## src/rtl/pong_game_ctrl.sv

```systemverilog
// Pong match sequencer: serve timing, ball kinematics, wall/paddle bounces,
// scoring and match end, all advanced on frame_tick.
//
// state     | meaning
// ----------+----------------------------------------------------------
// IDLE      | waiting for serve_btn, everything at zero
// SERVE     | ball parked at origin, counting frames until release
// PLAY      | ball moving, bounces and edge scoring evaluated per frame
// SCORED    | single-cycle pause to decide match end or next serve
// GAME_OVER | outputs frozen until serve_btn restarts the match
module pong_game_ctrl #(
    parameter int BALL_SPEED  = 2,
    parameter int WIN_SCORE   = 9,
    parameter int SERVE_DELAY = 60
) (
    input  logic        clk,
    input  logic        reset,
    input  logic        frame_tick,
    input  logic        serve_btn,
    input  logic [3:0]  ball_detect_edge,
    input  logic [7:0]  collision_detect,
    output logic [31:0] ball_off_x,
    output logic [31:0] ball_off_y,
    output logic [31:0] ball_vel_x,
    output logic [31:0] ball_vel_y,
    output logic [3:0]  score_L,
    output logic [3:0]  score_R,
    output logic [2:0]  game_state,
    output logic        game_over
);

    typedef enum logic [2:0] {
        IDLE      = 3'd0,
        SERVE     = 3'd1,
        PLAY      = 3'd2,
        SCORED    = 3'd3,
        GAME_OVER = 3'd4
    } state_t;

    localparam int CW = (SERVE_DELAY < 2) ? 1 : $clog2(SERVE_DELAY + 1);
    localparam logic [31:0] SPD_P = 32'(BALL_SPEED);
    localparam logic [31:0] SPD_N = 32'(-BALL_SPEED);
    localparam logic [3:0]  WIN   = 4'(WIN_SCORE);

    state_t        state, state_nxt;
    logic [CW-1:0] cnt, cnt_nxt;
    logic          dir_right, dir_right_nxt;
    logic [31:0]   off_x, off_y, vel_x, vel_y;
    logic [31:0]   off_x_nxt, off_y_nxt, vel_x_nxt, vel_y_nxt;
    logic [3:0]    sc_l, sc_r, sc_l_nxt, sc_r_nxt;
    logic          vx_pos, vx_neg, vy_pos, vy_neg;
    logic [31:0]   vx_new, vy_new;
    logic          unused_cd;

    assign unused_cd = ^{collision_detect[7:6], collision_detect[4:3]};

    assign vx_pos = !vel_x[31] && (vel_x != 32'd0);
    assign vx_neg = vel_x[31];
    assign vy_pos = !vel_y[31] && (vel_y != 32'd0);
    assign vy_neg = vel_y[31];

    always_ff @(posedge clk or posedge reset) begin
        if (reset) begin
            state     <= IDLE;
            cnt       <= '0;
            dir_right <= 1'b1;
            off_x     <= '0;
            off_y     <= '0;
            vel_x     <= '0;
            vel_y     <= '0;
            sc_l      <= '0;
            sc_r      <= '0;
        end else begin
            state     <= state_nxt;
            cnt       <= cnt_nxt;
            dir_right <= dir_right_nxt;
            off_x     <= off_x_nxt;
            off_y     <= off_y_nxt;
            vel_x     <= vel_x_nxt;
            vel_y     <= vel_y_nxt;
            sc_l      <= sc_l_nxt;
            sc_r      <= sc_r_nxt;
        end
    end

    always_comb begin
        state_nxt     = state;
        cnt_nxt       = cnt;
        dir_right_nxt = dir_right;
        off_x_nxt     = off_x;
        off_y_nxt     = off_y;
        vel_x_nxt     = vel_x;
        vel_y_nxt     = vel_y;
        sc_l_nxt      = sc_l;
        sc_r_nxt      = sc_r;
        vx_new        = vel_x;
        vy_new        = vel_y;

        case (state)
            IDLE, GAME_OVER: begin
                if (serve_btn) begin
                    state_nxt     = SERVE;
                    sc_l_nxt      = '0;
                    sc_r_nxt      = '0;
                    dir_right_nxt = 1'b1;
                    cnt_nxt       = '0;
                    off_x_nxt     = '0;
                    off_y_nxt     = '0;
                    vel_x_nxt     = '0;
                    vel_y_nxt     = '0;
                end
            end
            SERVE: begin
                off_x_nxt = '0;
                off_y_nxt = '0;
                vel_x_nxt = '0;
                vel_y_nxt = '0;
                if (frame_tick) begin
                    if (cnt + CW'(1) == CW'(SERVE_DELAY)) begin
                        state_nxt = PLAY;
                        cnt_nxt   = '0;
                        vel_x_nxt = dir_right ? SPD_P : SPD_N;
                        vel_y_nxt = SPD_P;
                    end else begin
                        cnt_nxt = cnt + CW'(1);
                    end
                end
            end
            PLAY: begin
                if (frame_tick) begin
                    // Vertical walls are independent of the horizontal priority chain
                    if (!ball_detect_edge[2] && vy_neg)
                        vy_new = SPD_P;
                    else if (!ball_detect_edge[0] && vy_pos)
                        vy_new = SPD_N;

                    if (collision_detect[0] && collision_detect[2] && vx_pos) begin
                        vx_new = SPD_N;
                    end else if (collision_detect[1] && collision_detect[5] && vx_neg) begin
                        vx_new = SPD_P;
                    end else if (!ball_detect_edge[1]) begin
                        state_nxt     = SCORED;
                        dir_right_nxt = 1'b0;
                        if (sc_l < WIN) sc_l_nxt = sc_l + 4'd1;
                    end else if (!ball_detect_edge[3]) begin
                        state_nxt     = SCORED;
                        dir_right_nxt = 1'b1;
                        if (sc_r < WIN) sc_r_nxt = sc_r + 4'd1;
                    end

                    // A scoring frame freezes the ball where it left the field
                    if (state_nxt == PLAY) begin
                        vel_x_nxt = vx_new;
                        vel_y_nxt = vy_new;
                        off_x_nxt = off_x + vx_new;
                        off_y_nxt = off_y + vy_new;
                    end
                end
            end
            SCORED: begin
                if (sc_l == WIN || sc_r == WIN) begin
                    state_nxt = GAME_OVER;
                end else begin
                    state_nxt = SERVE;
                    cnt_nxt   = '0;
                    off_x_nxt = '0;
                    off_y_nxt = '0;
                    vel_x_nxt = '0;
                    vel_y_nxt = '0;
                end
            end
            default: state_nxt = IDLE;
        endcase
    end

    assign ball_off_x = off_x;
    assign ball_off_y = off_y;
    assign ball_vel_x = vel_x;
    assign ball_vel_y = vel_y;
    assign score_L    = sc_l;
    assign score_R    = sc_r;
    assign game_state = state;
    assign game_over  = (state == GAME_OVER);

endmodule

```

## config.mk

```make
export PLATFORM = sky130hd
export DESIGN_NAME = pong_game_ctrl
export DESIGN_NICKNAME = d
export VERILOG_FILES = /design/src/rtl/pong_game_ctrl.sv
export SDC_FILE = /design/constraint.sdc
export NUM_CORES = 1
export LEC_CHECK = 0
export ABC_CLOCK_PERIOD_IN_PS = 6500
export BUFFER_PORTS_ARGS = -buffer_cell sky130_fd_sc_hd__buf_2
export CAP_MARGIN = 10
export CORE_MARGIN = 3
export CORE_UTILIZATION = 33
export CTS_CLUSTER_SIZE = 10
export DETAILED_ROUTE_END_ITERATION = 12
export HOLD_SLACK_MARGIN = 0.08
export PLACE_DENSITY = 0.61
export SLEW_MARGIN = 20
export SYNTH_ARGS = -nofsm -noshare
export SYNTH_HDL_FRONTEND = slang
export SYNTH_SLANG_ARGS = --single-unit
```

## constraint.sdc

```tcl
create_clock -name clk -period 6.5 [get_ports clk]
set_input_delay 1.3 -clock clk [delete_from_list [all_inputs] [get_ports clk]]
set_output_delay 1.3 -clock clk [all_outputs]
set_load 0.005 [all_outputs]
```

==> results of run 1 <==
-- sequential cells by signal, indices dropped and copies added, names as in the netlist --
name        count
ball_off_x     32
ball_off_y     32
ball_vel_x     32
ball_vel_y     32
cnt             6
score_L         4
score_R         4
game_state      3
dir_right       1
-- final timing paths --
check | start | cells past startpoint | endpoint | slack, ns
max in group asynchronous | reset | 3 | ball_vel_x[7] | 4.24
setup reg to reg | ball_vel_x[0] | 15 | ball_off_x[31] | 1.65
hold / removal | ball_off_y[27] | 2 | ball_off_y[27] | 0.51
setup / recovery | ball_vel_x[0] | 15 | ball_off_x[31] | 1.65
min in group asynchronous | reset | 2 | ball_vel_y[4] | 1.07
hold reg to reg | ball_off_y[27] | 2 | ball_off_y[27] | 0.51
-- tightest hold or removal path, cell delays in order, from the launching register on --
cell and delay (ns):
dfrtp_1 0.37, nand2_1 0.05, o21ai_0 0.06
-- cell usage in the layout (no fill, tap or decap), types with 20 or more instances in the layout --
master / count
buf_2: 151
nor2_1: 162
a21oi_1: 96
ha_1: 73
xor2_1: 20
nand2_1: 204
dfrtp_1: 145
o21ai_0: 97
o31ai_1: 30
xnor2_1: 37
nand3_1: 22
inv_1: 26
-- power breakdown --
group	internal, W	switching, W
clock	0.000586	0.000420
sequential	0.000933	0.0000402
combinational	0.0000836	0.000303
-- cell type report --
| class | count | area share, % |
|---|---|---|
| Clock inverter | 12 | 1.16 |
| Inverter | 27 | 0.932 |
| Sequential cell | 146 | 32.0 |
| Clock buffer | 19 | 3.97 |
| Tap cell | 384 | 4.21 |
| Timing Repair Buffer | 161 | 7.28 |
| Multi-Input combinational cell | 958 | 50.4 |
-- cells by family after synthesis --
logic type / synth area share [%]
flops: 37.7
compound gates: 21.5
mux: 0.722
fa+ha+maj: 9.83
simple gates: 21.6
xor+xnor: 5.15
buf+inv: 3.48
-- per-layer routing --
layer	up-vias	global-route usage, %	share of wire [%]
met5	-	0	0.046
met4	2	3.37	1.0
met3	21	4.24	5.4
met2	233	29.2	47
met1	4258	23.8	47
li1	4441	-	-
-- metrics by stage --
step	util, %	total power (W)	hold slack (ns)
2_1_floorplan	-	0.00127	0.487
3_3_place_gp	37.5	0.00137	0.491
3_5_place_dp	37.5	0.00138	0.499
4_1_cts	39.5	0.00239	0.518
5_1_grt	39.5	0.00249	0.540
6_report	39.5	0.00237	0.514
==> flow_summary_export.csv, run 1 <==
group,metric,value,unit
sta,fin_setup_tns,0,ns
floorplanning,start_util,33.6,%
critical_path,criticalPathCategory,"register to register",
power,vdd_drop_max,167,uV
floorplanning,die-width,177,um
place,dp_hpwl,20000,um
detailed_routing,ant_nets,0,
cells_and_area,final_area,11400,um^2
place,port_buffers,151,
global_route,grt_pass1_vias,8432,
yosys,synth_area_per_cell,8.14,um^2
run,maxCapViolations,0,
sta,slew_viol_final,0,
sta,grt_setup_unrepaired,"false",
yosys,synth.largest_area_cell,"dfrtp_1",
place,dp_cells,1676,
run_status,status,"finished, final reports clean",
cells_and_area,nFillCells,2967,
yosys,synth_edf_count,0,
global_route,grt_max_degree,103,
floorplanning,dieArea,31500,um^2
cells_and_area,multi_input_area,5750,um^2
critical_path,cp_slowest_cell,"nor4_1",
cells_and_area,area_growth,17.6,%
power,p_leak,5.80,nW
critical_path,critPathLaunchType,"register",
yosys,synth_area_leaders,"dfrtp_1 (37%), ha_1 (9.4%), nand2_1 (7.9%)",
cts,clock_latency,0.42,ns
detailed_routing,via_per_inst,5.25,
yosys,synth_nets,1282,
cells_and_area,diodes,0,
critical_path,slowest_delay,0.56,ns
cts,cts_made_buffers,17,
yosys,ys_seq_area_share,37.7,%
yosys,ys_async_sr_fraction,100,%
yosys,synth_top_cells_by_count,"nand2_1 (204), nor2_1 (164), dfrtp_1 (145)",
global_route,overflow,0,
yosys,synth_seq_cells,146,
sta,worst_slew_pin_slew,1.05,ns
yosys,synth_top_area_share,37.4,%
detailed_routing,drtIter0Drc,662,
cts,ctsResizeCount,0,
cts,cts_tree,"yes",
yosys,yosysUniqueCellTypes,71,
cells_and_area,fin_cells,1707,
critical_path,worstPathRequired,6.77,ns
detailed_routing,wirelength,28100,um
critical_path,path_cells,"nor4_1 > nand4_1 > o21ai_2 > buf_4 > nand2_1 > ha_1 > a21o_1 > or3_1 > a2111oi_2 > o211ai_1 > nand2_2 > o31ai_1 > mux2i_1 > a221oi_1 > o31ai_1",
sta,slew_headroom,30.1,%
floorplanning,ios,156,
place,place_area,10800,um^2
critical_path,cp.arrival,5.11,ns
sta,max_clock_freq,0.206,GHz
floorplanning,rows,62,
cts,cts_buffer_depth,2,
sta,fin_crit_sh,74.5,%
yosys,synth_area,9700,um^2
critical_path,worstPathMaxFanout,31,
critical_path,cp-end-kind,"register",
detailed_routing,drtPass1Iterations,8,
critical_path,cpLargestDelayFamily,"compound AO/OA/AOI/OAI gates",
yosys,ys_warn_count,0,
cells_and_area,drive_gt1_share,16.8,%
cts,ctsRootBufferMaster,"clkbuf_16",
floorplanning,core,28900,um^2
cts,holdBufCountCts,0,
global_route,grt_use_total,17.7,%
place,gp_congestion,0.861,
critical_path,path_common_cell,"o31ai_1",
yosys,synthCells,1191,
cts,htreeDepth,4,
yosys,synth_ff_type,"dfrtp_1",
cts,clkSinkCount,146,
sta,fin_crit,4.85,ns
power,power_density,207,nW/um^2
place,place_ws,1.67,ns
min_path,hp-class,"register to register",
detailed_routing,avgRoutedWirePerCell,16.4,um
cells_and_area,seqCellArea,3650,um^2
sta,skew,0.0138,ns
cts,clkSlewWorstSetupHoldPaths,0.06,ns
sta,setup_ws,1.65,ns
detailed_routing,vias,8955,
global_route,grt_pass1_wl,45000,um
cells_and_area,finalNetCount,1402,
cts,post_cts_buffers,0,
sta,setup_viol,0,
floorplanning,die_y,177,um
detailed_routing,drc_errors,0,
global_route,antenna_found_initial,1,
yosys,synth.most_common_cell,"nand2_1",
critical_path,critPathBufInv,1,
sta,hold_viol,0,
Power figures use the tool's default switching activity.
==> inputs of run 2 (changes only) <==
--- a/config.mk
+++ b/config.mk
@@ -5,7 +5,7 @@
 export SDC_FILE = /design/constraint.sdc
 export NUM_CORES = 1
 export LEC_CHECK = 0
-export ABC_CLOCK_PERIOD_IN_PS = 6500
+export ABC_CLOCK_PERIOD_IN_PS = 4450
 export BUFFER_PORTS_ARGS = -buffer_cell sky130_fd_sc_hd__buf_2
 export CAP_MARGIN = 10
 export CORE_MARGIN = 3
@@ -13,7 +13,7 @@
 export CTS_CLUSTER_SIZE = 10
 export DETAILED_ROUTE_END_ITERATION = 12
 export HOLD_SLACK_MARGIN = 0.08
-export PLACE_DENSITY = 0.61
+export PLACE_DENSITY = 0.63
 export SLEW_MARGIN = 20
 export SYNTH_ARGS = -nofsm -noshare
 export SYNTH_HDL_FRONTEND = slang
==> constraint.sdc (replaced) <==
create_clock -name clk -period 4.45 [get_ports clk]
set_input_delay 0.89 -clock clk [delete_from_list [all_inputs] [get_ports clk]]
set_output_delay 0.89 -clock clk [all_outputs]
set_load 0.005 [all_outputs]
==> run 2 against run 1 <==
Core utilization up 0.61 points. Power grew 45%. Clock skew increased by 0.0039 ns. Register-to-register slack lost 1.4 ns.
==> flow_summary_export.csv, run 2 (same netlist as run 1, synthesis figures left out) <==
group,metric,value,unit
sta,max_clock_freq,0.239,GHz
detailed_routing,wl_met1,13300,um
cts,htreeDepth,4,
detailed_routing,drc_errors,0,
cts,clock_latency,0.44,ns
detailed_routing,maxUsedRoutingLayer,"met5",
sta,hold_viol,0,
sta,grt_setup_unrepaired,"false",
global_route,antenna_found_initial,1,
run,maxCapViolations,0,
power,vdd_drop_max,224,uV
critical_path,r2r-start,"ball_vel_x[17]",
min_path,min-delay-start,"ball_off_y[22]",
cts,cts_buffer_depth,2,
power,p_leak,5.90,nW
cts,cts_tree,"yes",
sta,fin_setup_tns,0,ns
cells_and_area,area_growth,19.4,%
detailed_routing,vias,9056,
cells_and_area,fin_cells,1727,
cells_and_area,layout_commonest_cell,"nand2_1",
sta,worst_slew_pin_slew,0.869,ns
cells_and_area,diodes,0,
power,power_density,296,nW/um^2
place,dp_cells,1695,
detailed_routing,ant_nets,0,
critical_path,critPathLaunchType,"register",
sta,fin_crit_sh,94.0,%
critical_path,cp_slowest_cell,"dfrtp_1",
critical_path,endpoint,"ball_off_x[30]",
floorplanning,start_util,33.6,%
critical_path,cp-end-kind,"register",
floorplanning,rows,62,
place,dp_hpwl,20300,um
floorplanning,ios,156,
detailed_routing,drtPass1Iterations,4,
critical_path,cp.arrival,4.52,ns
detailed_routing,drtIter0Drc,580,
critical_path,slowest_delay,0.42,ns
sta,fin_crit,4.18,ns
global_route,grt_pass1_vias,8647,
global_route,grt_pass1_wl,46000,um
run_status,status,"finished, final reports clean",
critical_path,criticalPathCategory,"register to register",
cells_and_area,finalNetCount,1421,
place,gp_congestion,0.864,
global_route,overflow,0,
cts,cts_made_buffers,17,
critical_path,cpLargestDelayFamily,"compound AO/OA/AOI/OAI gates",
critical_path,critPathBufInv,3,
critical_path,path_cells,"nor4_2 > buf_4 > nand4_1 > o21ai_2 > buf_4 > and3_1 > ha_1 > fa_1 > a21o_1 > a311oi_1 > buf_4 > nor4_2 > o211ai_1 > nand2_1 > a21oi_2 > o41ai_4 > a41oi_1 > o31ai_1",
critical_path,path_depth,18,
sta,setup_viol,0,
critical_path,path_common_cell,"buf_4",
critical_path,worstPathRequired,4.78,ns
critical_path,critPathLaunch,"ball_vel_x[17]",
cts,clkSinkCount,146,
detailed_routing,avgRoutedWirePerCell,16.4,um
cells_and_area,final_cell_mix,"nand2_1 (204), nor2_1 (163), buf_2 (151)",
sta,slew_viol_final,0,
critical_path,r2r_cells,18,
floorplanning,dieArea,31500,um^2
floorplanning,die_y,177,um
detailed_routing,wirelength,28400,um
cells_and_area,drive_gt1_share,18.2,%
global_route,grt_use_total,18.1,%
floorplanning,core,28900,um^2
critical_path,worstPathMaxFanout,4,
sta,skew,0.0177,ns
global_route,grt_max_degree,147,
detailed_routing,via_per_inst,5.24,
place,port_buffers,151,
cts,clkSlewWorstSetupHoldPaths,0.07,ns
floorplanning,die-width,177,um
critical_path,r2r-end,"ball_off_x[30]",
sta,slew_headroom,42.1,%
detailed_routing,dr_wl_met3,1380,um
detailed_routing,met2_length,13200,um
cts,ctsRootBufferMaster,"clkbuf_16",
critical_path,rrSetupSlack,0.27,ns
min_path,hp-class,"register to register",
==> run 2: changes by cell type in the layout (fill, tap and decap cells not counted), sizes merged <==
cell and delta:
buf +19, bufinv -2, clkbuf -2, clkinv -3, inv +8
==> run 2: metal layers <==
metal  GRT usage [%]  vias to the layer above
met5               0                        -
met4            5.04                        2
met3            3.79                       32
met2            29.6                      219
met1            24.3                     4325
li1                -                     4478
==> run 2: worst min path at each step <==
stage / endpoint / depth (start not counted)
4_1_cts: ball_off_y[22] / 2
6_report: ball_off_y[22] / 2
2_1_floorplan: cnt[5] / 2
3_3_place_gp: ball_off_y[17] / 2
5_1_grt: ball_off_x[14] / 2
3_5_place_dp: ball_off_y[14] / 2
==> run 2: through the flow <==
stage	total power, W	hold WS, ns	util, %	instance area [um^2]	setup WS, ns
finish	0.00343	0.513	40.1	11600	0.267
CTS	0.00347	0.517	40.0	11600	0.236
global placement	0.00203	0.491	38.1	11000	0.259
detailed placement	0.00204	0.498	38.1	11000	0.269
floorplan	0.00185	0.487	-	9700	0.513
global route	0.00360	0.544	40.1	11600	0.0147
==> run 2: area by class of cell <==
| class | instances | area, um^2 |
|---|---|---|
| clock inverter | 15 | 135 |
| tap | 384 | 480 |
| clock buffer | 17 | 425 |
| timing repair buffer | 180 | 1010 |
| multi-input combinational | 958 | 5770 |
| fill | 3017 | 17300 |
| inverter | 27 | 105 |
| sequential | 146 | 3650 |
==> run 2: report_power, final <==
part	internal (W)	total [W]	leakage, nW	switching (W)
combinational	0.000142	0.000584	3.60	0.000442
clock	0.000741	0.00142	0.274	0.000679
sequential	0.00136	0.00142	2.02	0.0000577
==> run 2: what timing repair did <==
action                     CTS  global route
buffers inserted             0             0
resized for setup            0             5
setup endpoints to repair    0             7
hold buffers                 0             0
==> run 2: worst register-to-register path: cells and delay by family, from the launching register on <==
kind / cells / cell delay, ns
AOI/OAI and AO/OA: 8 / 1.61
and+or+nand+nor: 5 / 1.17
buffers and inverters: 3 / 0.48
adders and majority gates: 2 / 0.42
DFF: 1 / 0.42
==> inputs of run 3 (changes only) <==
--- a/config.mk
+++ b/config.mk
@@ -7,7 +7,6 @@
 export LEC_CHECK = 0
 export ABC_CLOCK_PERIOD_IN_PS = 4450
 export BUFFER_PORTS_ARGS = -buffer_cell sky130_fd_sc_hd__buf_2
-export CAP_MARGIN = 10
 export CORE_MARGIN = 3
 export CORE_UTILIZATION = 33
 export CTS_CLUSTER_SIZE = 10
==> constraint.sdc (replaced) <==
create_clock -name clk -period 4.45 [get_ports clk]
set_input_delay 0.2225 -clock clk [delete_from_list [all_inputs] [get_ports clk]]
set_output_delay 0.2225 -clock clk [all_outputs]
set_load 0.005 [all_outputs]
==> run 3 against run 2 <==
Routed wire length is 2.5% higher. Cell count is 0.35% lower. Power is 3.3% higher. Register-to-register slack better by 0.02 ns. Worst hold slack worse by 0.38 ns. Clock skew hardly changed. Via count is 0.86% higher. Count of clock-buffer cells in the layout is 2 higher.
==> flow_summary_export.csv, run 3 (same netlist as run 1, synthesis figures left out) <==
group,metric,value,unit
sta,setup_viol,0,
floorplanning,dieArea,31500,um^2
critical_path,worstPathMaxFanout,4,
cells_and_area,multi_input_area,5770,um^2
power,switchingPower,0.00113,W
critical_path,worstPathRequired,4.76,ns
run_status,status,"finished, final reports clean",
floorplanning,die-width,177,um
min_path,hold_depth,4,
cells_and_area,finalNetCount,1416,
critical_path,cp_slowest_cell,"fa_1",
critical_path,r2r-end,"ball_off_x[28]",
cts,cts_buffer_depth,2,
place,port_buffers,151,
detailed_routing,ant_nets,0,
cts,clock_latency,0.43,ns
power,vdd_drop_max,216,uV
cells_and_area,nFillCells,2995,
critical_path,r2r_cells,15,
power,p_clk_share,43.2,%
power,p_sw_share,31.9,%
critical_path,critPathLaunch,"ball_vel_x[26]",
global_route,grt_use_total,18.3,%
floorplanning,core,28900,um^2
power,power_density,306,nW/um^2
sta,worst_slew_pin_slew,0.680,ns
min_path,hp-class,"input pin to register",
sta,fin_setup_tns,0,ns
critical_path,cp-end-kind,"register",
power,power.share.combinational,16.7,%
sta,hold_viol,0,
cells_and_area,finish.utilization,40.1,%
sta,slew_viol_final,0,
critical_path,path_cells,"nor4_1 > nand4_1 > o21ai_2 > nand2_1 > or2_2 > fa_1 > a21o_1 > a311oi_2 > nor4_4 > o211ai_1 > a21oi_1 > o221ai_1 > o21ai_1 > xnor2_1 > o21ai_1",
floorplanning,rows,62,
sta,fin_crit_sh,93.5,%
critical_path,rrSetupSlack,0.29,ns
sta,fin_crit,4.16,ns
global_route,grt_pass1_wl,46700,um
cts,ctsRootBufferMaster,"clkbuf_16",
power,p_int,0.00241,W
critical_path,slowest_delay,0.44,ns
detailed_routing,vias,9134,
cells_and_area,layout_commonest_cell,"nand2_1",
global_route,grt_max_degree,71,
place,dp_hpwl,20700,um
floorplanning,start_util,33.6,%
sta,max_clock_freq,0.240,GHz
cells_and_area,drive_gt1_share,17.6,%
critical_path,cp.arrival,4.47,ns
global_route,overflow,0,
cells_and_area,diodes,0,
detailed_routing,wirelength,29100,um
cts,clkSlewWorstSetupHoldPaths,0.07,ns
global_route,antenna_found_initial,1,
place,gp_congestion,0.837,
cts,clkSinkCount,146,
critical_path,critPathBufInv,0,
cts,htreeDepth,4,
run,maxCapViolations,0,
sta,skew,0.0178,ns
power,seqPwrFrac,40.1,%
cells_and_area,area_growth,19.3,%
critical_path,critPathLaunchType,"register",
power,p_leak,5.91,nW
critical_path,criticalPathCategory,"register to register",
sta,slew_headroom,54.7,%
global_route,grt_pass1_vias,8868,
critical_path,cpLargestDelayFamily,"compound AO/OA/AOI/OAI gates",
sta,grt_setup_unrepaired,"false",
detailed_routing,via_per_inst,5.31,
critical_path,path_common_cell,"o21ai_1",
min_path,holdPathEnd,"score_L[0]",
min_path,min-delay-start,"ball_detect_edge[1]",
detailed_routing,drc_errors,0,
critical_path,r2r-start,"ball_vel_x[26]",
detailed_routing,drtIter0Drc,702,
cells_and_area,final_cell_mix,"nand2_1 (204), nor2_1 (162), buf_2 (151)",
floorplanning,die_y,177,um
cts,post_cts_buffers,0,
detailed_routing,avgRoutedWirePerCell,16.9,um
detailed_routing,drtPass1Iterations,5,
cts,cts_tree,"yes",
cts,cts_made_buffers,17,
cells_and_area,seqCellArea,3650,um^2
floorplanning,ios,156,
## run 3: changes by cell type in the layout (fill, tap and decap cells not counted), moves of 3 or more
cell	delta
inv_6	-4
buf_4	-5
bufinv_16	+3
inv_8	-4
## run 3: cell type report
class / instances / area share, %
multi-input cells: 958 / 49.8
flip-flops and latches: 146 / 31.6
repair buffers: 175 / 8.34
well taps: 384 / 4.15
clock buffers: 19 / 3.83
clock inverters: 12 / 1.35
inverters: 27 / 0.919
## run 3: per-layer routing
metal  up-vias  part of all wire [%]  track usage [%]
met5         -                 0.045                0
met4         2                   1.8             4.88
met3        37                   5.5             4.28
met2       243                    47             30.5
met1      4387                    46             24.0
li1       4465                     -                -
## run 3: power by group through the flow
stage	clock network [W]	logic [W]	registers, W
2_1_floorplan	0	0.000430	0.00142
5_1_grt	0.00162	0.000662	0.00143
3_5_place_dp	0	0.000593	0.00145
6_report	0.00153	0.000589	0.00142
4_1_cts	0.00156	0.000596	0.00142
3_3_place_gp	0	0.000594	0.00144
## run 3: worst max path at each step
stage                          end  slack (ns)  depth (start not counted)
CTS                 ball_off_x[28]        0.20                         16
finish              ball_off_x[28]        0.29                         15
global route        ball_off_x[30]        0.02                         16
floorplan            ball_off_x[0]        0.31                          1
global placement    ball_off_x[28]        0.31                         16
detailed placement  ball_off_x[30]        0.25                         16
## run 3: timing repair
item                                   CTS  global route
gates resized for setup                  0             3
endpoints found under the hold margin   69             0
setup endpoints to repair                0             3
hold buffers                             2             0
## run 3: per-stage QoR
step                hold WS (ns)  power, W  cells  area, um^2  worst slack (ns)
detailed placement         0.387   0.00204   1688       10900             0.247
global route               0.158   0.00371   1721       11600            0.0240
CTS                        0.107   0.00357   1721       11600             0.203
global placement           0.380   0.00204   1688       10900             0.309
finish                     0.130   0.00354   1721       11600             0.287
floorplan                  0.312   0.00185   1191        9700             0.306
## run 3: worst reg2reg max path: cells and delay by family, from the launching register on
family,cells,cell delay (ns)
xor+xnor,1,0.18
compound gates,8,1.84
flops,1,0.42
fa+ha+maj,1,0.44
simple gates,5,1.17
